--- src/rtl/gpu_pkg.sv ---
// Shared GPU definitions: AXI write-response codes and texture uploader states.
package gpu_pkg;

  localparam logic [1:0] RESP_OKAY   = 2'b00;
  localparam logic [1:0] RESP_SLVERR = 2'b10;

  typedef enum logic [1:0] {
    ST_IDLE,
    ST_FETCH,
    ST_SEND,
    ST_RESP
  } upl_state_e;

endpackage

--- src/rtl/texture_uploader.sv ---
// AXI4-Lite write master: copies cmd_len stream words to incrementing addresses, one write outstanding.
// Latency 3 cycles/word unstalled; every output is a register or state decode, so stalls never ripple through.
module texture_uploader
  import gpu_pkg::*;
#(
  parameter int ADDR_WIDTH = 22,
  parameter int DATA_WIDTH = 32,
  parameter int LEN_WIDTH  = 16
) (
  input  logic                  clk,
  input  logic                  rst,
  input  logic [ADDR_WIDTH-1:0] cmd_addr,
  input  logic [LEN_WIDTH-1:0]  cmd_len,
  input  logic                  cmd_valid,
  output logic                  cmd_ready,
  input  logic [DATA_WIDTH-1:0] sdata,
  input  logic                  svalid,
  output logic                  sready,
  output logic [ADDR_WIDTH-1:0] awaddr,
  output logic [2:0]            awprot,
  output logic                  awvalid,
  input  logic                  awready,
  output logic [DATA_WIDTH-1:0] wdata,
  output logic                  wvalid,
  input  logic                  wready,
  input  logic [1:0]            bresp,
  input  logic                  bvalid,
  output logic                  bready,
  output logic                  busy,
  output logic                  done,
  output logic                  err
);

  localparam logic [ADDR_WIDTH-1:0] ADDR_STEP = ADDR_WIDTH'(DATA_WIDTH / 8);

  upl_state_e            state_q, state_d;
  logic [ADDR_WIDTH-1:0] addr_q, addr_d;
  logic [LEN_WIDTH-1:0]  cnt_q, cnt_d;
  logic [DATA_WIDTH-1:0] wdata_q, wdata_d;
  logic                  aw_acc_q, aw_acc_d;
  logic                  w_acc_q, w_acc_d;
  logic                  done_q, done_d;
  logic                  err_q, err_d;

  // A valid is live in SEND until its own channel has been accepted.
  assign awvalid   = (state_q == ST_SEND) && !aw_acc_q;
  assign wvalid    = (state_q == ST_SEND) && !w_acc_q;
  assign cmd_ready = (state_q == ST_IDLE);
  assign sready    = (state_q == ST_FETCH);
  assign bready    = (state_q == ST_RESP);
  assign busy      = (state_q != ST_IDLE);
  assign awaddr    = addr_q;
  assign awprot    = 3'b000;
  assign wdata     = wdata_q;
  assign done      = done_q;
  assign err       = err_q;

  always_comb begin
    state_d  = state_q;
    addr_d   = addr_q;
    cnt_d    = cnt_q;
    wdata_d  = wdata_q;
    aw_acc_d = aw_acc_q;
    w_acc_d  = w_acc_q;
    done_d   = 1'b0;
    err_d    = err_q;
    case (state_q)
      ST_IDLE: begin
        if (cmd_valid) begin
          addr_d = cmd_addr;
          cnt_d  = cmd_len;
          err_d  = 1'b0;
          if (cmd_len == '0) done_d = 1'b1;
          else               state_d = ST_FETCH;
        end
      end
      ST_FETCH: begin
        if (svalid) begin
          wdata_d  = sdata;
          aw_acc_d = 1'b0;
          w_acc_d  = 1'b0;
          state_d  = ST_SEND;
        end
      end
      ST_SEND: begin
        if (awvalid && awready) aw_acc_d = 1'b1;
        if (wvalid && wready)   w_acc_d  = 1'b1;
        if (aw_acc_d && w_acc_d) state_d = ST_RESP;
      end
      ST_RESP: begin
        if (bvalid) begin
          if (bresp != RESP_OKAY) err_d = 1'b1;
          addr_d = addr_q + ADDR_STEP;
          cnt_d  = cnt_q - 1'b1;
          if (cnt_q == LEN_WIDTH'(1)) begin
            state_d = ST_IDLE;
            done_d  = 1'b1;
          end else begin
            state_d = ST_FETCH;
          end
        end
      end
      default: state_d = ST_IDLE;
    endcase
  end

  always_ff @(posedge clk or posedge rst) begin
    if (rst) begin
      state_q  <= ST_IDLE;
      addr_q   <= '0;
      cnt_q    <= '0;
      wdata_q  <= '0;
      aw_acc_q <= 1'b0;
      w_acc_q  <= 1'b0;
      done_q   <= 1'b0;
      err_q    <= 1'b0;
    end else begin
      state_q  <= state_d;
      addr_q   <= addr_d;
      cnt_q    <= cnt_d;
      wdata_q  <= wdata_d;
      aw_acc_q <= aw_acc_d;
      w_acc_q  <= w_acc_d;
      done_q   <= done_d;
      err_q    <= err_d;
    end
  end

endmodule

--- config.mk ---
export PLATFORM = sky130hd
export DESIGN_NAME = texture_uploader
export DESIGN_NICKNAME = d
export VERILOG_FILES = /design/src/rtl/gpu_pkg.sv /design/src/rtl/texture_uploader.sv
export SDC_FILE = /design/constraint.sdc
export NUM_CORES = 1
export LEC_CHECK = 0
export CORE_MARGIN = 2
export CORE_UTILIZATION = 35
export CTS_BUF_LIST = sky130_fd_sc_hd__clkbuf_8 sky130_fd_sc_hd__clkbuf_16
export CTS_CLUSTER_DIAMETER = 80
export DETAILED_ROUTE_END_ITERATION = 10
export DONT_BUFFER_PORTS = 1
export GPL_TIMING_DRIVEN = 0
export HOLD_SLACK_MARGIN = 0.08
export PLACE_DENSITY = 0.63
export SKIP_CTS_REPAIR_TIMING = 1
export SLEW_MARGIN = 40
export SYNTH_ARGS = -nofsm -noshare
export SYNTH_HDL_FRONTEND = slang
export SYNTH_SLANG_ARGS = --single-unit
--- constraint.sdc ---
create_clock -name clk -period 2.3 [get_ports clk]
set_clock_uncertainty 0.05 [all_clocks]
set_input_delay 0.23 -clock clk [delete_from_list [all_inputs] [get_ports clk]]
set_output_delay 0.23 -clock clk [all_outputs]
set_load 0.05 [all_outputs]
* Word level (Yosys, flattened, before mapping)
Cells that the tools add are included.
Storage, ports and cells: bits in registers 76, bits in latches 0, bits in writable memories 0, ROM bits 0, memories 0
Operators by class: eq/ne operators 10, muxes and demuxes 29, bitwise gates (word level) 0, shift-type cells 0, order comparisons 0, reductions and logical operators 18, multiply operators 0, add/subtract/negate cells 2, div/mod/pow operators 0
Operators with widths (number):
- two-way mux 22 bit | 2
- one-hot mux 22 bit (2 select lines) | 1
- two-way mux 16 bit | 2
- one-hot mux 16 bit (2 select lines) | 1
- adder 22 x 3 -> 22 bit (second input constant) | 1
- equality test 16 x 1 -> 1 bit (second input constant) | 1
- logical NOT 16 bit | 1
- subtractor 16 x 1 -> 16 bit (second input constant) | 1
- two-way mux 1 bit | 13
- two-way mux 2 bit | 5
- != test 2 bit (second input constant) | 4
- one-hot mux 1 bit (2 select lines) | 4
- one-hot mux 2 bit (4 select lines) | 1
- nonzero test 2 bit | 4
- logical AND 1 bit | 5
- AND reduction 5 bit | 1
- equality test 2 bit (second input constant) | 2
- != test 2 x 1 -> 1 bit (second input constant) | 2
- AND reduction 2 bit | 2
- AND reduction 4 bit | 1
- AND reduction 3 bit | 1
- equality test 2 x 1 -> 1 bit (second input constant) | 1
- logical NOT 1 bit | 2
- logical NOT 2 bit | 1

* Longest topological paths before layout
word-level depth 8, depth in mapped cells 8

* Worst setup path before layout
Ideal clock, no wire load.
path type register to register, start reg state_q[0], end reg cnt_q[12], period minus slack after synthesis 2416 ps, required time 2125 ps, stages on the path, launching flop included 8, setup slack -116 ps, arrival time 2241 ps, path through dfrtp_1 -> inv_1 -> ha_1 -> nor2_1 -> or3_1 -> or4_1 -> a21oi_1 -> nor2_1
On the way: word-level cells in the longest chain between the ends 3
RTL lines:
- start, declared | line texture_uploader.sv:36 | upl_state_e state_q, state_d;
- start signal, assigned | line texture_uploader.sv:118 | state_q <= state_d;
- logical NOT 2 bit (*)
- named net cmd_ready | line texture_uploader.sv:15 | output logic cmd_ready,
- != test 2 bit (no line) or nonzero test 2 bit (tied branches)
- AND reduction 3 bit (no line)
- end signal, assigned | line texture_uploader.sv:120 | cnt_q <= cnt_d;
- end, declared | line texture_uploader.sv:38 | logic [LEN_WIDTH-1:0] cnt_q, cnt_d;
The timed path passes the listed nets; every way through them passes the cells marked *. A chain may end at the register's enable or synchronous reset.

* Worst setup path in the final report
start reg state_q[1], end reg cnt_q[14]
On the way: word-level cells in the longest chain between the ends 3
RTL lines:
- equality test 2 bit (*)
- named net bready | line texture_uploader.sv:28 | output logic bready,
- != test 2 bit (no line) or nonzero test 2 bit (tied branches)
- AND reduction 3 bit (no line)
Marked as above.

==> reports/summary.txt <==
Status = finished, final reports clean
Total chip power = 9070 uW
WP depth = 8
Hold Crit Class = primary input to flip-flop
Final period util = 0.964
Comb power frac = 0.341
Fin cells = 637
Max Buffers Root-to-Sink = 2
H-tree levels = 3
# rows = 39
Area share of the largest cell type after synthesis = 0.475
Die H = 111 microns
Initial DRT Pass Iterations = 5
Area leader, netlist = dfrtp_1
Setup crit end = cnt_q[14]
Arr. time, crit path = 2.39 ns
Measured slew at the worst slew-check pin = 0.677 ns
Synth unique cells = 45
Design Area, Final = 5400 sq um
Post-synthesis cell area = 4000 sq um
CP endpoint kind = flip-flop
Residual DRC = 0
PD cells = 1680 nW/um^2
Ys flop type = dfrtp_1
Syn avg cell area = 10.0 sq um
DIE AREA = 12300 sq um
Worst r2r src = state_q[1]
Placer Congestion = 0.873
R2R cell count = 8
Cells after Synth = 399
Sequential element share of the synthesized area = 0.475
R2R setup slack = 0.08 ns
Routed vias = 3550
Crit Path Max Fanout = 10
Initial DRC Count = 233
Worst path slowest cell = dfrtp_2
P_sw = 4640 uW
Launch point of the critical path = state_q[1]
Final Slew Violations = 0
Fin nets = 575
Top cell family by delay on the critical path = simple AND/OR/NAND/NOR gates
Fin crit period = 2.22 ns
Initial antenna violation count = 1
DR WL/cell = 18.7 microns
Clock power share = 0.182
Seq pwr share = 0.477
Warnings from Yosys = 0
Max-slew headroom = 0.548
Flops & latches, synth = 76
Layout area overhead = 34.8%
Die width = 111 microns
P_int = 4430 uW
GRT Util Overall = 0.181
Final hold violation count = 0
Via density = 5.57
HPWL Detailed = 8.06 mm
CP cell instances = ha_4, buf_6, nor2b_2, or3_4, clkbuf_2, nand2_1, o31ai_1, a221o_1
Post-route ant nets = 0
CTS buffer count = 9
Number of port buffers = 0
Root buffer cell = clkbuf_16
Placed cell count = 545
Largest net degree at the start of global routing = 53
Clk pin slew, worst setup/hold paths = 0.06 ns
Crit Path Category = flip-flop to flip-flop
Core area = 11300 sq um
CTS tree = built
Maximum VDD drop = 0.000872 V
Max cap viols = 0
Final setup viols = 0
Grt total ovfl = 0
Clock sinks = 76
Starting Density = 0.355
Placed Area = 4230 sq um
Worst hold slack = 0.0397 ns
Worst reg2reg endpoint = cnt_q[14]
Fmax = 0.451 GHz
Critical Path RT = 2.47 ns
Vias in the first global route = 3337
Largest stage delay, worst path = 0.44 ns
Static leakage = 0.00222 uW
Synth area leaders = dfrtp_1 (48%), mux2_2 (9.0%), nand2_1 (4.6%)
Post-Route WL = 11.9 mm
Startpoint types = flip-flop
Layout cells sized above 1 = 0.201
WP buf/inv = 2
Post-Route Utilization = 0.479
First-pass GRT wire length = 17.5 mm
Switching Share = 0.512
I/O pins = 144
Ys async rst share = 1.00
Post-synth EDFFs = 0
Worst-Skew Late Latency = 0.34 ns
metrics by stage:
| step | setup WS [ns] | setup TNS, ns |
|---|---|---|
| after floorplan | 0.0588 | 0 |
| after global placement | -0.770 | -62.91 |
| after detailed placement | -0.332 | -7.34 |
| after CTS | -0.355 | -8.08 |
| after global routing | -0.0111 | -0.0111 |
| final | 0.0833 | 0 |
layer usage:
metal	wire, microns	up-vias	global-route usage
met5	0	-	0
met4	299	0	0.0750
met3	556	23	0.0563
met2	6090	101	0.300
met1	4940	1777	0.218
li1	-	1649	-
cell families after synthesis:
| group | after synthesis | share of synthesized area |
|---|---|---|
| compound gates | 91 | 0.143 |
| fa+ha+maj | 8 | 0.0250 |
| buf+inv | 32 | 0.0422 |
| flops | 76 | 0.475 |
| mux | 49 | 0.133 |
| other cells | 1 | 0.000937 |
| simple gates | 142 | 0.181 |
power groups by stage:
stage	registers (uW)	logic, uW	clock network (uW)
finish	4320	3090	1650
global route	4420	3440	1750
CTS	4290	2790	1670
detailed placement	4310	2770	0
global placement	4280	2660	0
floorplan	4110	2200	0
how the worst min path moves through the flow:
stage,from,endpoint,slack (ns),cells past startpoint
3_5_place_dp,rst,wdata[17],0.01,1
6_report,awready,aw_acc_q,0.04,2
2_1_floorplan,cmd_valid,done,0.32,2
5_1_grt,bresp[0],err,0.08,3
3_3_place_gp,cmd_len[14],cnt_q[14],0.33,1
4_1_cts,rst,wdata[12],-0.35,1
layout by cell type, fill, tap and decap left out, types with 3 or more instances in the layout:
| cell type | instances |
|---|---|
| ha_1 | 5 |
| clkbuf_1 | 6 |
| dlygate4sd3_1 | 69 |
| clkbuf_8 | 4 |
| inv_1 | 9 |
| conb_1 | 3 |
| a31oi_1 | 3 |
| nor3_1 | 6 |
| dfrtp_2 | 7 |
| a21oi_1 | 27 |
| o22ai_1 | 16 |
| or4_1 | 3 |
| nand4_1 | 7 |
| a32oi_1 | 8 |
| mux2_2 | 32 |
| and4_1 | 4 |
| clkbuf_16 | 9 |
| nand3_1 | 24 |
| bufinv_16 | 3 |
| nor2_1 | 20 |
| nand2_1 | 49 |
| o21ai_0 | 22 |
| clkbuf_2 | 5 |
| dfrtp_1 | 69 |
| and3_1 | 5 |
| o221a_2 | 5 |
| buf_4 | 11 |
| mux2i_1 | 17 |
| nand2b_1 | 5 |
sequential cells by signal, indices dropped and copies added, names as in the netlist:
register  cells
awaddr       22
state_q       2
err           1
w_acc_q       1
cnt_q        16
done          1
aw_acc_q      1
wdata        32
cell type report:
type                            count  area (sq um)
Antenna cell                        1          2.50
Buffer                             20           135
Clock buffer                       10           239
Clock inverter                      6           111
Fill cell                        1010          5880
Inverter                           11          46.3
Multi-Input combinational cell    293          2000
Sequential cell                    76          1910
Tap cell                          143           179
Timing Repair Buffer               77           771
synthesized netlist by cell type (4+ instances only):
| cell | number |
|---|---|
| dfrtp_1 | 76 |
| nand2_1 | 49 |
| mux2_2 | 32 |
| a21oi_1 | 28 |
| nand3_1 | 24 |
| nor2_1 | 22 |
| o21ai_0 | 22 |
| mux2i_1 | 17 |
| o22ai_1 | 16 |
| clkbuf_1 | 11 |
| inv_1 | 11 |
| a32oi_1 | 8 |
| ha_1 | 8 |
| nand4_1 | 7 |
| nor3_1 | 6 |
| and3_1 | 5 |
| nand2b_1 | 5 |
| o221a_2 | 5 |
| and4_1 | 4 |
| buf_4 | 4 |
| or4_1 | 4 |
worst register-to-register path, cell delays in order (launching register included):
cell	delay [ns]
dfrtp_2	0.44
ha_4	0.24
buf_6	0.15
nor2b_2	0.17
or3_4	0.42
clkbuf_2	0.21
nand2_1	0.10
o31ai_1	0.06
a221o_1	0.27
Power figures use the tool's default switching activity.
==> edit (config.mk and constraints unchanged) <==
Take the reset off `addr_q` and load it in a clocked block of its own.
--- a/src/rtl/texture_uploader.sv
+++ b/src/rtl/texture_uploader.sv
@@ -109,3 +109,2 @@
       state_q  <= ST_IDLE;
-      addr_q   <= '0;
       cnt_q    <= '0;
@@ -118,3 +117,2 @@
       state_q  <= state_d;
-      addr_q   <= addr_d;
       cnt_q    <= cnt_d;
@@ -128,2 +126,6 @@
 
+  always_ff @(posedge clk) begin
+    addr_q <= addr_d;
+  end
+
 endmodule
Formal check against the unedited RTL: not equivalent (a bounded check fails within 4 cycles, from zero or initial values and one cycle with rst high).
==> edit against the unedited design <==
Final area down 6.5%; hold slack better by 17 ps; total power decreased by 5.1%; wire length down 14%; worst setup slack better by 39 ps; synthesized area decreased by 3.5%; first-iteration DRC count decreased by 30%; sequential cell count unchanged.
==> edit: results (changes against the unedited design) <==
[power]
p_clk_mw=1.26  ; -24%
power_leakage_nw=1.973  ; -11%
p_switching_mw=4.532  ; -2.4%

[synth]
synthDistinctLibCells=46  ; +2.2%
synthArstFlopShare=0.7105  ; -0.2895

[run_status]
status=complete, no violations

[layout]
layout-drive-gt1-share=0.1834  ; -0.01737
nFillCells=964  ; -4.6%
multi_input_area_um2=1744  ; -13%
seq_cells=76  ; unchanged
multi_input_gates=255  ; -13%
n_antenna_cell=0  ; -1
fin_cells=587  ; -7.8%

[floorplanning]
placementRows=38  ; -2.6%

[placement]
placedCellCount=502  ; -7.9%
place_congestion=0.8162  ; -6.5%
hpwl_um=6999  ; -13%
dp_slack_ps=-493.1  ; -160.7 ps

[worst_setup_path]
slowest_delay_ps=500  ; +60 ps
arrival_ps=2410  ; +20 ps
crit_fanout=4  ; -6
r2r_end=cnt_q[10]$_DFFE_PP0P_
r2r_cells=7  ; -1

[timing]
worst_pin_slew_ps=632.3  ; -45.19 ps
whs_ps=56.29  ; +16.56 ps
fmax_mhz=459.1  ; +1.8%

[route]
wire_per_inst_um=17.43  ; -6.6%
wl_met2_um=4993  ; -18%
avgViaCountPerCell=5.266  ; -5.5%

[grt]
grt_pass1_wl_um=14180  ; -19%
grt_max_degree=32  ; -40%

[min_path]
holdPathEnd=cnt_q[3]$_DFFE_PP0P_

[clock_network]
cts_root_buf=clkbuf_8

[edit: changes by cell type after synthesis, moves of 5 or more]
| cell | change |
|---|---|
| dfrtp_1 | -22 |
| o21ai_0 | -9 |
| o22ai_1 | -14 |
| o221a_2 | -5 |
| nor2_1 | +19 |
| edfxtp_1 | +22 |
| mux2i_1 | -13 |
| a21oi_1 | +10 |
| xor2_1 | +12 |
| xnor2_1 | +8 |
| a32oi_1 | -7 |
| nand2_1 | -30 |
| nand3_1 | -14 |
[edit: cell families after synthesis]
| logic type | count (synthesis) | share of synthesized area |
|---|---|---|
| simple gates | 113 | 0.1464 |
| flops | 76 | 0.5209 |
| compound gates | 74 | 0.1127 |
| mux | 37 | 0.1066 |
| buf+inv | 30 | 0.04114 |
| xor+xnor | 20 | 0.04535 |
| fa+ha+maj | 8 | 0.02592 |
| other cells | 1 | 0.0009709 |
[edit: critical path: cells and delay by family, from the launching register on]
family,cells,cell delay [ps]
fa+ha+maj,1,210
buf+inv,1,110
simple gates,3,1000
flops,1,410
compound gates,2,320
